--- src/rtl/dmem_arbiter.sv ---
// Two-master arbiter for the single-ported data memory: combinational grant,
// round-robin on ties with a bounded lock, registered per-master read return.
module dmem_arbiter #(
    parameter int unsigned ADDR_W   = 32,
    parameter int unsigned DATA_W   = 32,
    parameter int unsigned MAX_HOLD = 8
) (
    input  logic              clk,
    input  logic              rst_n,
    input  logic              m0_req,
    input  logic              m0_we,
    input  logic [ADDR_W-1:0] m0_addr,
    input  logic [DATA_W-1:0] m0_wdata,
    input  logic              m0_lock,
    output logic              m0_gnt,
    output logic              m0_rvalid,
    output logic [DATA_W-1:0] m0_rdata,
    input  logic              m1_req,
    input  logic              m1_we,
    input  logic [ADDR_W-1:0] m1_addr,
    input  logic [DATA_W-1:0] m1_wdata,
    input  logic              m1_lock,
    output logic              m1_gnt,
    output logic              m1_rvalid,
    output logic [DATA_W-1:0] m1_rdata,
    output logic              mem_read,
    output logic              mem_write,
    output logic [ADDR_W-1:0] mem_address,
    output logic [DATA_W-1:0] mem_write_data,
    input  logic [DATA_W-1:0] mem_read_data
);

    localparam int unsigned CNT_W = $clog2(MAX_HOLD + 1);
    localparam logic [CNT_W-1:0] HOLD_MAX = CNT_W'(MAX_HOLD);

    logic             last_gnt;
    logic             owner_locked;
    logic             owner;
    logic [CNT_W-1:0] hold_cnt;

    logic              req0, req1;
    logic              any_gnt, win;
    logic              g_we, g_lock;
    logic [ADDR_W-1:0] g_addr;
    logic [DATA_W-1:0] g_wdata;

    // Requests are masked while reset is asserted so no access leaks out mid-reset.
    assign req0 = m0_req & rst_n;
    assign req1 = m1_req & rst_n;

    always_comb begin
        m0_gnt = 1'b0;
        m1_gnt = 1'b0;
        if (req0 && !req1) begin
            m0_gnt = 1'b1;
        end else if (req1 && !req0) begin
            m1_gnt = 1'b1;
        end else if (req0 && req1) begin
            if (owner_locked && (hold_cnt < HOLD_MAX)) begin
                m0_gnt = ~owner;
                m1_gnt = owner;
            end else begin
                m0_gnt = last_gnt;
                m1_gnt = ~last_gnt;
            end
        end
    end

    assign any_gnt = m0_gnt | m1_gnt;
    assign win     = m1_gnt;
    assign g_we    = win ? m1_we    : m0_we;
    assign g_lock  = win ? m1_lock  : m0_lock;
    assign g_addr  = win ? m1_addr  : m0_addr;
    assign g_wdata = win ? m1_wdata : m0_wdata;

    assign mem_write      = any_gnt & g_we;
    assign mem_read       = any_gnt & ~g_we;
    assign mem_address    = any_gnt ? g_addr  : '0;
    assign mem_write_data = any_gnt ? g_wdata : '0;

    always_ff @(posedge clk or negedge rst_n) begin
        if (!rst_n) begin
            last_gnt     <= 1'b1;
            owner_locked <= 1'b0;
            owner        <= 1'b0;
            hold_cnt     <= '0;
        end else if (any_gnt) begin
            last_gnt <= win;
            if (g_lock) begin
                owner        <= win;
                owner_locked <= 1'b1;
                if (owner_locked && (owner == win)) begin
                    if (hold_cnt < HOLD_MAX) begin
                        hold_cnt <= hold_cnt + 1'b1;
                    end
                end else begin
                    hold_cnt <= CNT_W'(1);
                end
            end else begin
                owner_locked <= 1'b0;
                hold_cnt     <= '0;
            end
        end
    end

    always_ff @(posedge clk or negedge rst_n) begin
        if (!rst_n) begin
            m0_rvalid <= 1'b0;
            m1_rvalid <= 1'b0;
            m0_rdata  <= '0;
            m1_rdata  <= '0;
        end else begin
            m0_rvalid <= m0_gnt & ~m0_we;
            m1_rvalid <= m1_gnt & ~m1_we;
            if (m0_gnt && !m0_we) begin
                m0_rdata <= mem_read_data;
            end
            if (m1_gnt && !m1_we) begin
                m1_rdata <= mem_read_data;
            end
        end
    end

endmodule

--- config.mk ---
export PLATFORM = sky130hd
export DESIGN_NAME = dmem_arbiter
export DESIGN_NICKNAME = d
export VERILOG_FILES = /design/src/rtl/dmem_arbiter.sv
export SDC_FILE = /design/constraint.sdc
export NUM_CORES = 1
export LEC_CHECK = 0
export ABC_AREA = 1
export CAP_MARGIN = 25
export CORE_ASPECT_RATIO = 0.5
export CORE_MARGIN = 2
export CORE_UTILIZATION = 34
export DETAILED_ROUTE_END_ITERATION = 10
export GPL_ROUTABILITY_DRIVEN = 0
export HOLD_SLACK_MARGIN = 0.1
export PLACE_DENSITY_LB_ADDON = 0.12
export SKIP_CTS_REPAIR_TIMING = 1
export SYNTH_ARGS = -nofsm -noshare
export SYNTH_HDL_FRONTEND = slang
export SYNTH_SLANG_ARGS = --single-unit
--- constraint.sdc ---
create_clock -name clk -period 1.47 [get_ports clk]
set_input_delay 0.147 -clock clk [delete_from_list [all_inputs] [get_ports clk]]
set_output_delay 0.147 -clock clk [all_outputs]
set_load 0.01 [all_outputs]
==> results.cfg, run 1 <==
[status]
status = finished, violations left
violations = negative setup slack

[setup_path]
path_cells = inv_2 -> nand2_2 -> nand3_4 -> nand2_8 -> buf_6 -> buf_8 -> clkbuf_16 -> nand2_4 -> a21oi_2 -> buf_2
cpMaxStageDelayCell = dfstp_2
worstPathMaxFanout = 5
worstPathArrival_ns = 1.97
cpPeakStageDelay_ns = 0.53
crit_type = reg2out
worst_setup_path_start_kind = flip-flop
worstPathRequired_ns = 1.32
worstSetupEndpointType = output pin

[sta]
holdWs_ns = 0.376
fin_crit_sh_pct = 144
maxSlewHeadroom_pct = 41.6
rsz0062_at_grt = true
slew_violations = 0
setup_violations = 202
post-route-min-period_ns = 2.12
tightestPinTransition_ns = 0.876
fmax_mhz = 471
final.setup_skew_ns = 0.00690
fin_ws_ns = -0.651
hold_viol = 0

[final_layout]
drive_gt1_share_pct = 39.7
seqCellArea_um2 = 1830
diodes = 0
final_nets = 1043
area_growth_pct = 128
multi_input_area_um2 = 2470
stdcell_area_um2 = 8770
nFillCells = 741

[die]
die_w_um = 154
start_util_pct = 34.9
die_h_um = 79.2
core-area_um2 = 11000
rows = 27
dieArea_um2 = 12200
io_pins = 302

[detailed_routing]
vias = 5094
post_drt_wl_per_cell_um = 18.6
ant_nets = 0
avgViaCountPerCell = 4.97
route.detailed.drc = 0
firstDrtPassIters = 4
drt_first_iter_violations = 312
wl_mm = 19.1

[global_routing]
antenna_found_initial = 0
grt_pass1_vias = 4535
grt_max_degree = 70
grt_pass1_wl_mm = 23.7
grt.total_usage_pct = 24.7
grt_overflow = 0

[place]
dp_hpwl_mm = 11.6
placed_cell_area_um2 = 7370
portBuffers = 301

[power_and_ir_drop]
ir_drop_mv = 0.857
total_power_mw = 8.46
power_density_nw_per_um2 = 965
leakage_nw = 4.18

[logic_synthesis]
ys_async_sr_fraction_pct = 100
synthTopCellsByArea = dfrtp_1 47%, nand2_1 20%, a21oi_1 8.6%
synthFlopType = dfrtp_1
netlist_area_um2 = 3840
synth_cells = 522
synth_common_cells = 209 x nand2_1, 72 x dfrtp_1, 66 x a21oi_1
avgSynthCellArea_um2 = 7.37
synth-seq-cells = 73
netlist.area_leader.share_pct = 46.9
ys_types = 25
ys_warn_count = 0
seq_area_frac_synth_pct = 47.5
syn_nets = 691
synth_edf_count = 0
synth_area_leader_cell = dfrtp_1
yosysMostFrequentCell = nand2_1

[clocking]
clockBufferDepth = 2
cts_made_buffers = 9
cts_sinks = 73
htreeDepth = 3
cts_root_buf = clkbuf_16
clkSlewWorstSetupHoldPaths_ns = 0.07
clock_latency_ns = 0.34
tritoncts = done

[hold_path]
hold_class = in2reg

[flow_run]
maxCapViolations = 0
-- stage by stage --
stage	std cells	TNS, ns	utilization, %	setup slack [ns]
2_1_floorplan	522	0	-	0.0173
3_3_place_gp	971	-59.19	66.9	-0.686
3_5_place_dp	971	-61.60	66.9	-0.707
4_1_cts	987	-65.95	69.9	-0.903
5_1_grt	1024	-75.49	79.7	-0.724
6_report	1024	-52.29	79.7	-0.651
-- power breakdown --
part           internal [mW]  switching (mW)
sequential              2.41           0.295
clock                   1.50           0.888
combinational           1.86            1.50
-- critical path, delay by kind of cell, from the launching register on --
| kind | cells | cell delay [ns] |
|---|---|---|
| compound gates | 1 | 0.13 |
| flops | 1 | 0.53 |
| buf+inv | 5 | 0.63 |
| simple gates | 4 | 0.34 |
-- registers in the layout, summed over array words and instances (netlist names) --
name / count
last_gnt: 1
m0_rvalid: 1
m1_rvalid: 1
m0_rdata: 32
owner: 1
owner_locked: 1
m1_rdata: 32
hold_cnt: 4
-- placed cells by master, fill, tap and decap left out, types with 2 or more instances in the layout --
master and n:
a21oi_1 6, a21oi_2 59, buf_12 14, buf_2 62
buf_4 31, buf_6 6, buf_8 5, bufinv_16 2
clkbuf_16 25, clkbuf_2 5, clkdlybuf4s50_1 232, clkinv_4 3
dfrtp_1 72, inv_1 39, inv_2 6, inv_8 2
nand2_1 122, nand2_2 37, nand2_4 51, nand3_1 9
nand3_2 3, nand3_4 2, nor2_1 3, nor2_4 3
o21ai_0 29, o21ai_1 13, o21ai_2 25
-- path summary, 6_finish.rpt --
check                      cells after the start                       end  slack, ns                      from
hold / removal                                 3  m1_rdata[31]$_DFFE_PN0P_       0.38         mem_read_data[31]
hold reg to reg                                2  m0_rdata[21]$_DFFE_PN0P_       0.48  m0_rdata[21]$_DFFE_PN0P_
max in group asynchronous                      4   m0_rdata[3]$_DFFE_PN0P_      -0.11                     rst_n
min in group asynchronous                      3  m0_rdata[22]$_DFFE_PN0P_       0.55                     rst_n
setup reg to reg                              11  m1_rdata[28]$_DFFE_PN0P_      -0.30  owner_locked$_DFFE_PN0P_
setup / recovery                              10        mem_write_data[13]      -0.65      last_gnt$_DFFE_PN1P_
-- layer usage --
layer	GRT usage [%]	up-vias	part of all wire (%)
met2	42.7	196	50
met5	0	-	0
met1	30.6	2486	40
met3	7.37	37	7.3
li1	-	2375	-
met4	6.57	0	2.4
-- cell families after synthesis --
kind of cell,synth area share [%]
buffers and inverters,10.3
xor gates and xnor gates,0.228
AOI/OAI and AO/OA,17.7
and+or+nand+nor,23.9
DFF,47.5
adders and majority gates,0.325
-- cell type report --
class | instances | area share [%]
Clock buffer | 9 | 2.57
Clock inverter | 7 | 1.17
Inverter | 47 | 2.45
Multi-Input combinational cell | 369 | 28.2
Sequential cell | 73 | 20.8
Tap cell | 145 | 2.07
Timing Repair Buffer | 372 | 42.4
Timing Repair inverter | 2 | 0.257
No activity file was read; power rests on OpenSTA's default activity.
==> inputs of run 2 (changes only) <==
CORE_AREA = 2 2 116 118   (was not set)
CORE_ASPECT_RATIO = not set   (was 0.5)
CORE_MARGIN = not set   (was 2)
CORE_UTILIZATION = not set   (was 34)
DIE_AREA = 0 0 118 120   (was not set)
==> run 2 against run 1 <==
The run still ends with negative setup slack left. Wire length fell by 6.7%. Worst hold slack got worse by 0.27 ns. Critical endpoint is now mem_write. Clock skew shrank 0.0025 ns. Clock power grew 10%. Fmax is 4.6% higher. Final cell count is 1.4% higher. Sequential power decreased by 2%. Final area down 8.0%. Register-to-register slack got worse by 0.14 ns. Via count is 6.5% lower. Critical path type unchanged.
==> results.cfg, run 2 (synthesized netlist as in run 1, its figures left out) <==
[die]
start_util_pct = 29.6
die_w_um = 118
die_h_um = 120
rows = 42
io_pins = 302
core-area_um2 = 13000
dieArea_um2 = 14200

[setup_path]
crit_type = reg2out
worstPathArrival_ns = 1.88
worstSetupEndpointType = output pin
reg2reg_to = hold_cnt[0]$_DFFE_PN0P_
worstPathMaxFanout = 7
worst_r2r_path_depth = 15
worst_setup_path_start_kind = flip-flop
worstPathRequired_ns = 1.32
rrSetupSlack_ns = -0.44
reg2reg_from = last_gnt$_DFFE_PN1P_

[clocking]
clock_latency_ns = 0.33
cts_root_buf = clkbuf_16
clkSlewWorstSetupHoldPaths_ns = 0.06
tritoncts = done
htreeDepth = 3
clockBufferDepth = 2
cts_made_buffers = 9
cts_sinks = 73

[place]
portBuffers = 301
dp.cells = 998
dp_hpwl_mm = 12.6

[sta]
hold_viol = 0
fin_ws_ns = -0.559
setup-tns-final_ns = -46.04
tightestPinTransition_ns = 0.915
rsz0062_at_grt = true
post-route-min-period_ns = 2.03
setup_violations = 137
fin_crit_sh_pct = 138
final.setup_skew_ns = 0.00436
maxSlewHeadroom_pct = 39.0
slew_violations = 0
fmax_mhz = 493

[final_layout]
drive_gt1_share_pct = 28.4
area_growth_pct = 110
final_nets = 1027
multi_input_area_um2 = 2010
seqCellArea_um2 = 1830
final_cells = 1038
largestRegisters = m0_rdata (32), m1_rdata (32), hold_cnt (4)
layout_common_cells = 232 x clkdlybuf4s50_1, 186 x nand2_1, 72 x dfrtp_1, 55 x a21oi_2, 47 x buf_2
mostFrequentLayoutCell = clkdlybuf4s50_1
diodes = 0
nFillCells = 1155
utilization_pct = 62.2

[detailed_routing]
avgViaCountPerCell = 4.59
route.detailed.drc = 0
vias = 4765
ant_nets = 0
post_drt_wl_per_cell_um = 17.1
firstDrtPassIters = 4
wl_mm = 17.8
drt_first_iter_violations = 265

[status]
status = finished, violations left
violations = negative setup slack

[power_and_ir_drop]
power_density_nw_per_um2 = 1030
leakage_nw = 3.79
ir_drop_mv = 0.908

[global_routing]
grt_pass1_vias = 4626
grt_pass1_wl_mm = 24.3
grt_overflow = 0
antenna_found_initial = 0
grt.total_usage_pct = 21.5
grt_max_degree = 74

[hold_path]
hold_class = in2async

[flow_run]
maxCapViolations = 0
==> run 2: cell types whose count changed in the layout (fill, tap and decap cells not counted), sizes merged <==
| cell | previous run | this run |
|---|---|---|
| buf | 118 | 96 |
| clkbuf | 30 | 40 |
| clkinv | 5 | 2 |
| bufinv | 2 | 4 |
| inv | 48 | 46 |
| clkinvlp | 1 | 0 |
| dlygate4sd3 | 1 | 0 |
==> run 2: per-stage QoR <==
| stage | power (mW) | worst slack [ns] | hold slack, ns | area, um2 |
|---|---|---|---|---|
| 3_3_place_gp | 5.47 | -0.750 | 0.467 | 7350 |
| 6_report | 8.30 | -0.559 | 0.104 | 8070 |
| 4_1_cts | 8.20 | -0.970 | 0.136 | 7710 |
| 3_5_place_dp | 5.52 | -0.770 | 0.476 | 7350 |
| 5_1_grt | 8.70 | -0.618 | 0.200 | 8070 |
| 2_1_floorplan | 3.67 | 0.0173 | -0.149 | 3990 |
==> run 2: worst max-delay path by stage <==
stage,startpoint,to,cells after the start
6_report,last_gnt$_DFFE_PN1P_,mem_write,11
5_1_grt,last_gnt$_DFFE_PN1P_,mem_address[11],10
4_1_cts,last_gnt$_DFFE_PN1P_,mem_write,10
3_5_place_dp,m1_req,mem_write_data[22],9
3_3_place_gp,m0_req,mem_write,11
2_1_floorplan,last_gnt$_DFFE_PN1P_,mem_address[18],8
==> run 2: cell type report <==
type,count,area share (%)
clock buffer,10,2.84
clock inverter,5,1.60
tap,176,2.73
timing repair buffer,358,42.9
sequential,73,22.6
inverter,47,2.46
multi-input combinational,369,24.8
==> run 2: worst max-delay path, stage by stage, from the launching register on <==
cell     delay (ns)
dfstp_2        0.54
inv_2          0.04
nand2_2        0.06
nand3_4        0.11
nand2_8        0.12
buf_12         0.12
buf_12         0.12
nor2_4         0.04
a21oi_4        0.11
inv_1          0.05
nor2_1         0.10
buf_2          0.14
==> run 2: power breakdown <==
| group | leakage (nW) | switching [mW] | total [mW] | internal, mW |
|---|---|---|---|---|
| clock network | 0.173 | 0.817 | 2.64 | 1.82 |
| registers | 0.917 | 0.242 | 2.65 | 2.41 |
| logic | 2.70 | 1.32 | 3.01 | 1.69 |
| total | 3.79 | 2.38 | 8.30 | 5.92 |
==> run 2: per-layer routing <==
metal  up-vias  track usage, %  wire length, um
met5         -               0                0
met4         0            4.82              326
met3        28            5.94             1030
met2       183            38.0             9030
met1      2221            26.1             7380
li1       2333               -                -
